[config.mk]
export PLATFORM = sky130hd
export DESIGN_NAME = parallel2serial_flat
export DESIGN_NICKNAME = d
export VERILOG_FILES = /design/src/rtl/parallel2serial_pkg.sv /design/src/rtl/parallel2serial_if.sv /design/src/rtl/parallel2serial.sv /design/src/flat_wrapper.sv
export SDC_FILE = /design/constraint.sdc
export NUM_CORES = 1
export LEC_CHECK = 0
export ABC_AREA = 1
export BUFFER_PORTS_ARGS = -buffer_cell sky130_fd_sc_hd__buf_2
export CAP_MARGIN = 25
export CORE_MARGIN = 2
export CORE_UTILIZATION = 53
export CTS_BUF_LIST = sky130_fd_sc_hd__clkbuf_16
export DETAILED_ROUTE_END_ITERATION = 16
export PLACE_DENSITY_LB_ADDON = 0.25
export SLEW_MARGIN = 30
export SYNTH_ARGS = -nofsm -noshare
export SYNTH_HDL_FRONTEND = slang
export SYNTH_SLANG_ARGS = --single-unit
[constraint.sdc]
create_clock -name clk -period 1.4 [get_ports clk]
set_input_delay 0.14 -clock clk [delete_from_list [all_inputs] [get_ports clk]]
set_output_delay 0.14 -clock clk [all_outputs]
set_load 0.005 [all_outputs]
[src/rtl/parallel2serial_pkg.sv]
// Shared constants for the banner transmit path serializer.
// Holds the state encoding and the counter-width helper.
package parallel2serial_pkg;

  typedef enum logic {
    IDLE = 1'b0,
    SEND = 1'b1
  } p2s_state_t;

  // A single-word load still needs a one-bit counter.
  function automatic int cnt_width(input int n);
    return (n > 1) ? $clog2(n) : 1;
  endfunction

endpackage

[src/rtl/parallel2serial_if.sv]
// Word stream from the serializer to its consumer (valid/ready handshake).
interface parallel2serial_if #(
  parameter int W = 8
);
  logic [W-1:0] data_out;
  logic         out_valid;
  logic         out_ready;

  modport master (output data_out, output out_valid, input out_ready);
  modport slave  (input data_out, input out_valid, output out_ready);
endinterface

[src/rtl/parallel2serial.sv]
// Splits a wide word into N sub-words of W bits, most significant first,
// over a valid/ready stream.
//
// state | meaning
// IDLE  | waiting for start; data_out is stale
// SEND  | presenting sub-word cnt, advancing on each transfer
module parallel2serial
  import parallel2serial_pkg::*;
#(
  parameter int W = 8,
  parameter int N = 4
) (
  input  logic                   clk,
  input  logic                   reset,
  input  logic [W*N-1:0]         data_in,
  input  logic                   start,
  output logic                   busy,
  output logic                   done_tick,
  parallel2serial_if.master      stream
);

  localparam int              CW   = cnt_width(N);
  localparam logic [CW-1:0]   LAST = CW'(N - 1);

  p2s_state_t      state;
  logic [W*N-1:0]  shreg;
  logic [CW-1:0]   cnt;
  logic            valid_q;
  logic            xfer;

  assign xfer             = valid_q & stream.out_ready;
  assign stream.data_out  = shreg[W*N-1 -: W];
  assign stream.out_valid = valid_q;

  always_ff @(posedge clk) begin
    if (reset) begin
      state     <= IDLE;
      shreg     <= '0;
      cnt       <= '0;
      valid_q   <= 1'b0;
      busy      <= 1'b0;
      done_tick <= 1'b0;
    end else begin
      done_tick <= 1'b0;
      case (state)
        IDLE: begin
          if (start) begin
            shreg   <= data_in;
            cnt     <= '0;
            state   <= SEND;
            valid_q <= 1'b1;
            busy    <= 1'b1;
          end
        end
        SEND: begin
          if (xfer) begin
            // Last word stays in place; data_out is meaningless once idle.
            if (cnt == LAST) begin
              state     <= IDLE;
              valid_q   <= 1'b0;
              busy      <= 1'b0;
              done_tick <= 1'b1;
            end else begin
              shreg <= shreg << W;
              cnt   <= cnt + CW'(1);
            end
          end
        end
        default: state <= IDLE;
      endcase
    end
  end

endmodule

[src/flat_wrapper.sv]
// flat-port wrapper written by rule: the top's interface ports become plain ports
module parallel2serial_flat import parallel2serial_pkg::*;
#(
  parameter int W = 8,
  parameter int N = 4
)
  (clk, reset, data_in, start, busy, done_tick, stream_data_out, stream_out_valid, stream_out_ready);
  parallel2serial_if #(.W(W)) stream_i ();
  input  logic clk;
  input  logic reset;
  input  logic [W*N-1:0] data_in;
  input  logic start;
  output logic busy;
  output logic done_tick;
  output wire logic [$bits(stream_i.data_out)-1:0] stream_data_out;
  output wire logic [$bits(stream_i.out_valid)-1:0] stream_out_valid;
  input wire logic [$bits(stream_i.out_ready)-1:0] stream_out_ready;
  assign stream_data_out = stream_i.data_out;
  assign stream_out_valid = stream_i.out_valid;
  assign stream_i.out_ready = stream_out_ready;
  parallel2serial #(.W(W), .N(N)) u_core (.clk(clk), .reset(reset), .data_in(data_in), .start(start), .busy(busy), .done_tick(done_tick), .stream(stream_i));
endmodule
* Yosys cells after proc, flatten, opt, wreduce, memory -nomap -nowiden
Cells that the tools add are included.
** Word-level totals
- Output and inout port bits :: 11
- Logic and storage cells :: 34
- Input bits :: 36
- Register bits :: 37
** Cells by class
- Muxes and demuxes :: 17
- Bitwise operators :: 3
- $add $sub $neg :: 1
- Reductions and logical operators :: 3
- Equality and inequality tests :: 5
** Operators by type and width (number)
- two-way mux 32 bit :: 3
- one-hot mux 32 bit (2 select lines) :: 1
- != test 2 bit (second input constant) :: 4
- two-way mux 1 bit :: 7
- two-way mux 2 bit :: 3
- AND reduction 3 bit :: 2
- one-hot mux 1 bit (2 select lines) :: 2
- one-hot mux 2 bit (2 select lines) :: 1
- OR reduction 3 bit :: 1
- adder 2 x 1 -> 2 bit (second input constant) :: 1
- equality test 2 bit (second input constant) :: 1
- NOT 1 bit :: 2
- AND 1 bit :: 1

* Depth between registers and ports, before layout
- Depth in word-level cells :: 4
- Gate-level depth with buffers :: 7
- Depth with buffers taken out :: 6

* Least setup slack after synthesis
Ideal clock, no wire load.
- Path kind :: reg2reg
- Start point :: register u_core.cnt[0]
- End point :: register u_core.cnt[0]
- Arrival :: 1114 ps
- Stages on the path, launching flop included :: 7
- Slack :: 170 ps
- Path buffers :: 1
- Period minus slack after synthesis :: 1230 ps
- Cells stage by stage :: dfxtp_1 -> ha_1 -> nand2_2 -> nand3_4 -> buf_4 -> nor2_1 -> nor2_1
** On the way
- Word-level cells in the longest chain between the ends :: 4
- Elaborated cells between the ends (all ways) :: 7
- Classes of those cells :: add/sub: 1; eq/ne: 2; mux: 3; reduce/logical: 1
** RTL lines
- start, declared :: line parallel2serial.sv:27 : logic [CW-1:0] cnt;
- start signal, assigned :: line parallel2serial.sv:65 : cnt <= cnt + CW'(1);
- adder 2 x 1 -> 2 bit :: line parallel2serial.sv:65
- two-way mux 2 bit :: line parallel2serial.sv:58 : if (cnt == LAST) begin
- two-way mux 2 bit :: line parallel2serial.sv:56 : if (xfer) begin
- one-hot mux 2 bit (2 select lines) :: line parallel2serial.sv:45 : case (state)
Parallel ways exist; a longest one is shown, timed or not. The select of a mux whose other input is x is not followed.
A chain may end at the register's enable or synchronous reset.

* Worst setup path after layout
- Start point :: register u_core.state
- End point :: register u_core.shreg[31]
** On the way
- Word-level cells in the longest chain between the ends :: 3
- Elaborated cells between the ends (all ways) :: 6
- Classes of those cells :: eq/ne: 3; mux: 1; bitwise: 1; reduce/logical: 1
** RTL lines
- start, declared :: line parallel2serial.sv:25 : p2s_state_t state;
- start signal, assigned :: line parallel2serial.sv:37 : state <= IDLE;
- start signal, assigned :: line parallel2serial.sv:50 : state <= SEND;
- start signal, assigned :: line parallel2serial.sv:59 : state <= IDLE;
- NOT 1 bit (no source line)
- != test 2 bit (no source line)
- AND reduction 3 bit (no source line)
- end signal, assigned :: line parallel2serial.sv:48 : shreg <= data_in;
- end signal, assigned :: line parallel2serial.sv:64 : shreg <= shreg << W;
- end, declared :: line parallel2serial.sv:26 : logic [W*N-1:0] shreg;
Parallel ways exist; a longest one is shown, timed or not.

==> qor.yml <==
placementRows: 21
cts_hold_repair.buffers: 0
cts_resized: 0
placed_wire_length_estimate_after_detailed_placement_mm: 2.65
ff2ff_path_depth: 6
dieHeight_um: 64.1
final_period_minus_worst_setup_slack_ps: 1300
worstSetupEndpointType: "flop"
synth_top_area_share: 0.387
endpoint: "u_core.shreg[31]"
grt_start_max_net_pins: 41
critical_path_cell_by_cell: "inv_2 > nand2_4 > nand3_4 > clkbuf_16 > nor2_1 > nor2_1"
grt_overflow: 0
synth-seq-area-share: 0.387
vdd_drop_max_mv: 0.652
setup_violations: 0
seq_power_share: 0.433
synthesis.instances: 304
worst-slew-pin-transition_ps: 318
cts.reportedPaths.clkPinSlew_ps: 50
syn_area_per_cell_sq_um: 6.30
worst_ep_arrival_ps: 1470
via_per_instance_ratio: 4.69
core_sq_um: 3420
synthToLayoutAreaGrowth_pct: 20.0
cap_viol_max_count: 0
post_synth_instance_area_sq_um: 1910
path_class: "flop to flop"
synth_top_cell_by_area: "sky130_fd_sc_hd__dfxtp_1"
grt_util_all_layers: 0.207
fmaxAchievable_ghz: 0.768
crit_path_max_incr_delay_ps: 460
finalHoldWorstSlack_ps: 72.6
period_share: 0.930
synth_cell_types: 18
drv_slew: 0
classification_of_the_worst_slack_hold_path: "primary input to flop"
power.leakage_nw: 1.27
first_global_vias: 1627
power-per-cell-area_nw_per_um2: 1200
timing.critical_path.slowest_stage_cell: "sky130_fd_sc_hd__dfxtp_1"
n_fill_cell: 341
r2r-end: "u_core.shreg[31]"
power.share.clock: 0.376
place.port_buffers: 46
slew_headroom: 0.786
yosys-top-cells-area: "sky130_fd_sc_hd__dfxtp_1, sky130_fd_sc_hd__nand2_1, sky130_fd_sc_hd__nor2_1"
numCtsBuffers: 5
antenna-diode-count: 0
drive_above_1_share: 0.195
clk_root_buffer_cell: "sky130_fd_sc_hd__clkbuf_16"
numClockSinks: 37
die_w_um: 64.1
length_of_the_first_detailed_routing_pass_in_iterations: 4
cts_post_setup_buffers_inserted: 0
hold_path_startpoint: "reset"
combinationalPowerShare: 0.191
clock_insertion_delay_worst_skew_ps: 280
final-hold-violation-count: 0
grt_setup_unrepaired: "no"
ios: 47
wire_length_of_the_first_global_routing_pass_mm: 6.70
total_vias_in_the_final_route: 1826
reported_net_switching_power_mw: 0.738
synth_fp_nets: 342
antenna_found_initial: 0
place_congestion: 0.789
worstSetupStartpointType: "flop"
fp.dieArea_sq_um: 4110
layout.cells.most_common: "sky130_fd_sc_hd__nand2_1"
initial_utilization: 0.560
cts_max_level: 2
postSynthRegisterBits: 37
max-clock-path-buffers: 2
power.internal_mw: 2.01
required_ps: 1570
yosysWarningCount: 0
dr.first_iter.drc_count: 55
outcome: "complete, no violations"
crit_top_cell: "sky130_fd_sc_hd__nor2_1"
critPathLaunch: "u_core.state"
fin_worst_skew_ps: 3.83
ant_nets: 0
tritoncts: "yes"
most-common-layout-cells: "sky130_fd_sc_hd__nand2_1, sky130_fd_sc_hd__nor2_1, sky130_fd_sc_hd__buf_2"
p_sw_frac: 0.268
route.detailed.wl_per_inst_um: 10.0
finish.net_count: 381
wl_mm: 3.89
cp_max_fo: 20
final.setup.tns_ps: 0
setup.reg_to_reg.worst_slack_ps: 100
drc: 0
ff_to_ff_start: "u_core.state"
cell usage after synthesis, drive strengths merged:
cell type / number
a21oi: 3
buf: 19
clkbuf: 4
clkinv: 1
dfxtp: 37
ha: 2
inv: 28
nand2: 114
nand3: 2
nand4: 8
nor2: 69
o21ai: 17
kinds of logic (layout without fill, tap and decap cells):
group                      after synthesis  count (layout)  synth area share
and+or+nand+nor                        193             193             0.406
buffers and inverters                   52              91             0.142
DFF                                     37              37             0.387
AOI/OAI and AO/OA                       20              20            0.0523
adders and majority gates                2               2            0.0131
registers in the layout, indices dropped and copies added (netlist names):
name                     cells
u_core.state                 1
u_core.cnt                   2
u_core.stream.out_valid      1
u_core.done_tick             1
u_core.shreg                32
worst min path at each step:
stage / endpoint / slack [ps] / depth (start not counted)
6_report: u_core.stream.out_valid / 70 / 2
2_1_floorplan: u_core.cnt[1] / 210 / 1
5_1_grt: u_core.cnt[1] / 70 / 2
3_3_place_gp: u_core.stream.out_valid / 350 / 2
4_1_cts: u_core.stream.out_valid / 70 / 2
3_5_place_dp: u_core.stream.out_valid / 360 / 2
layout make-up:
class                   instances  area (sq um)  area share
multi-input cells             215           905       0.394
flip-flops and latches         37           741       0.322
repair buffers                 55           353       0.154
clock buffers                   5           125      0.0545
inverters                      29           109      0.0474
well taps                      46          57.6      0.0251
clock inverters                 2          7.51     0.00327
metal layers:
metal | GRT usage | part of all wire | routed length (um)
met1 | 0.267 | 0.48 | 1880
met2 | 0.327 | 0.45 | 1730
met3 | 0.0669 | 0.048 | 187
met4 | 0.0718 | 0.023 | 90
met5 | 0 | 0 | 0
through the flow:
stage           util  worst slack (ps)  instance area, sq um  std cells  power [mW]
2_1_floorplan      -               170                  1910        304        1.60
3_3_place_gp   0.626               131                  2140        381        1.71
3_5_place_dp   0.626               108                  2140        381        1.72
4_1_cts        0.664              91.6                  2270        388        2.76
5_1_grt        0.673              4.64                  2300        389        2.91
6_report       0.673              98.5                  2300        389        2.75
power groups by stage:
stage | logic, mW | clock network (mW) | registers, mW
detailed placement | 0.507 | 0 | 1.21
global placement | 0.499 | 0 | 1.21
floorplan | 0.399 | 0 | 1.20
global route | 0.617 | 1.09 | 1.20
finish | 0.525 | 1.03 | 1.19
CTS | 0.511 | 1.06 | 1.19
critical path: cells and delay by family (launching register included):
family	cells	cell delay, ps
and+or+nand+nor	4	410
buffers and inverters	2	320
DFF	1	460
(Power assumes the default switching activity.)
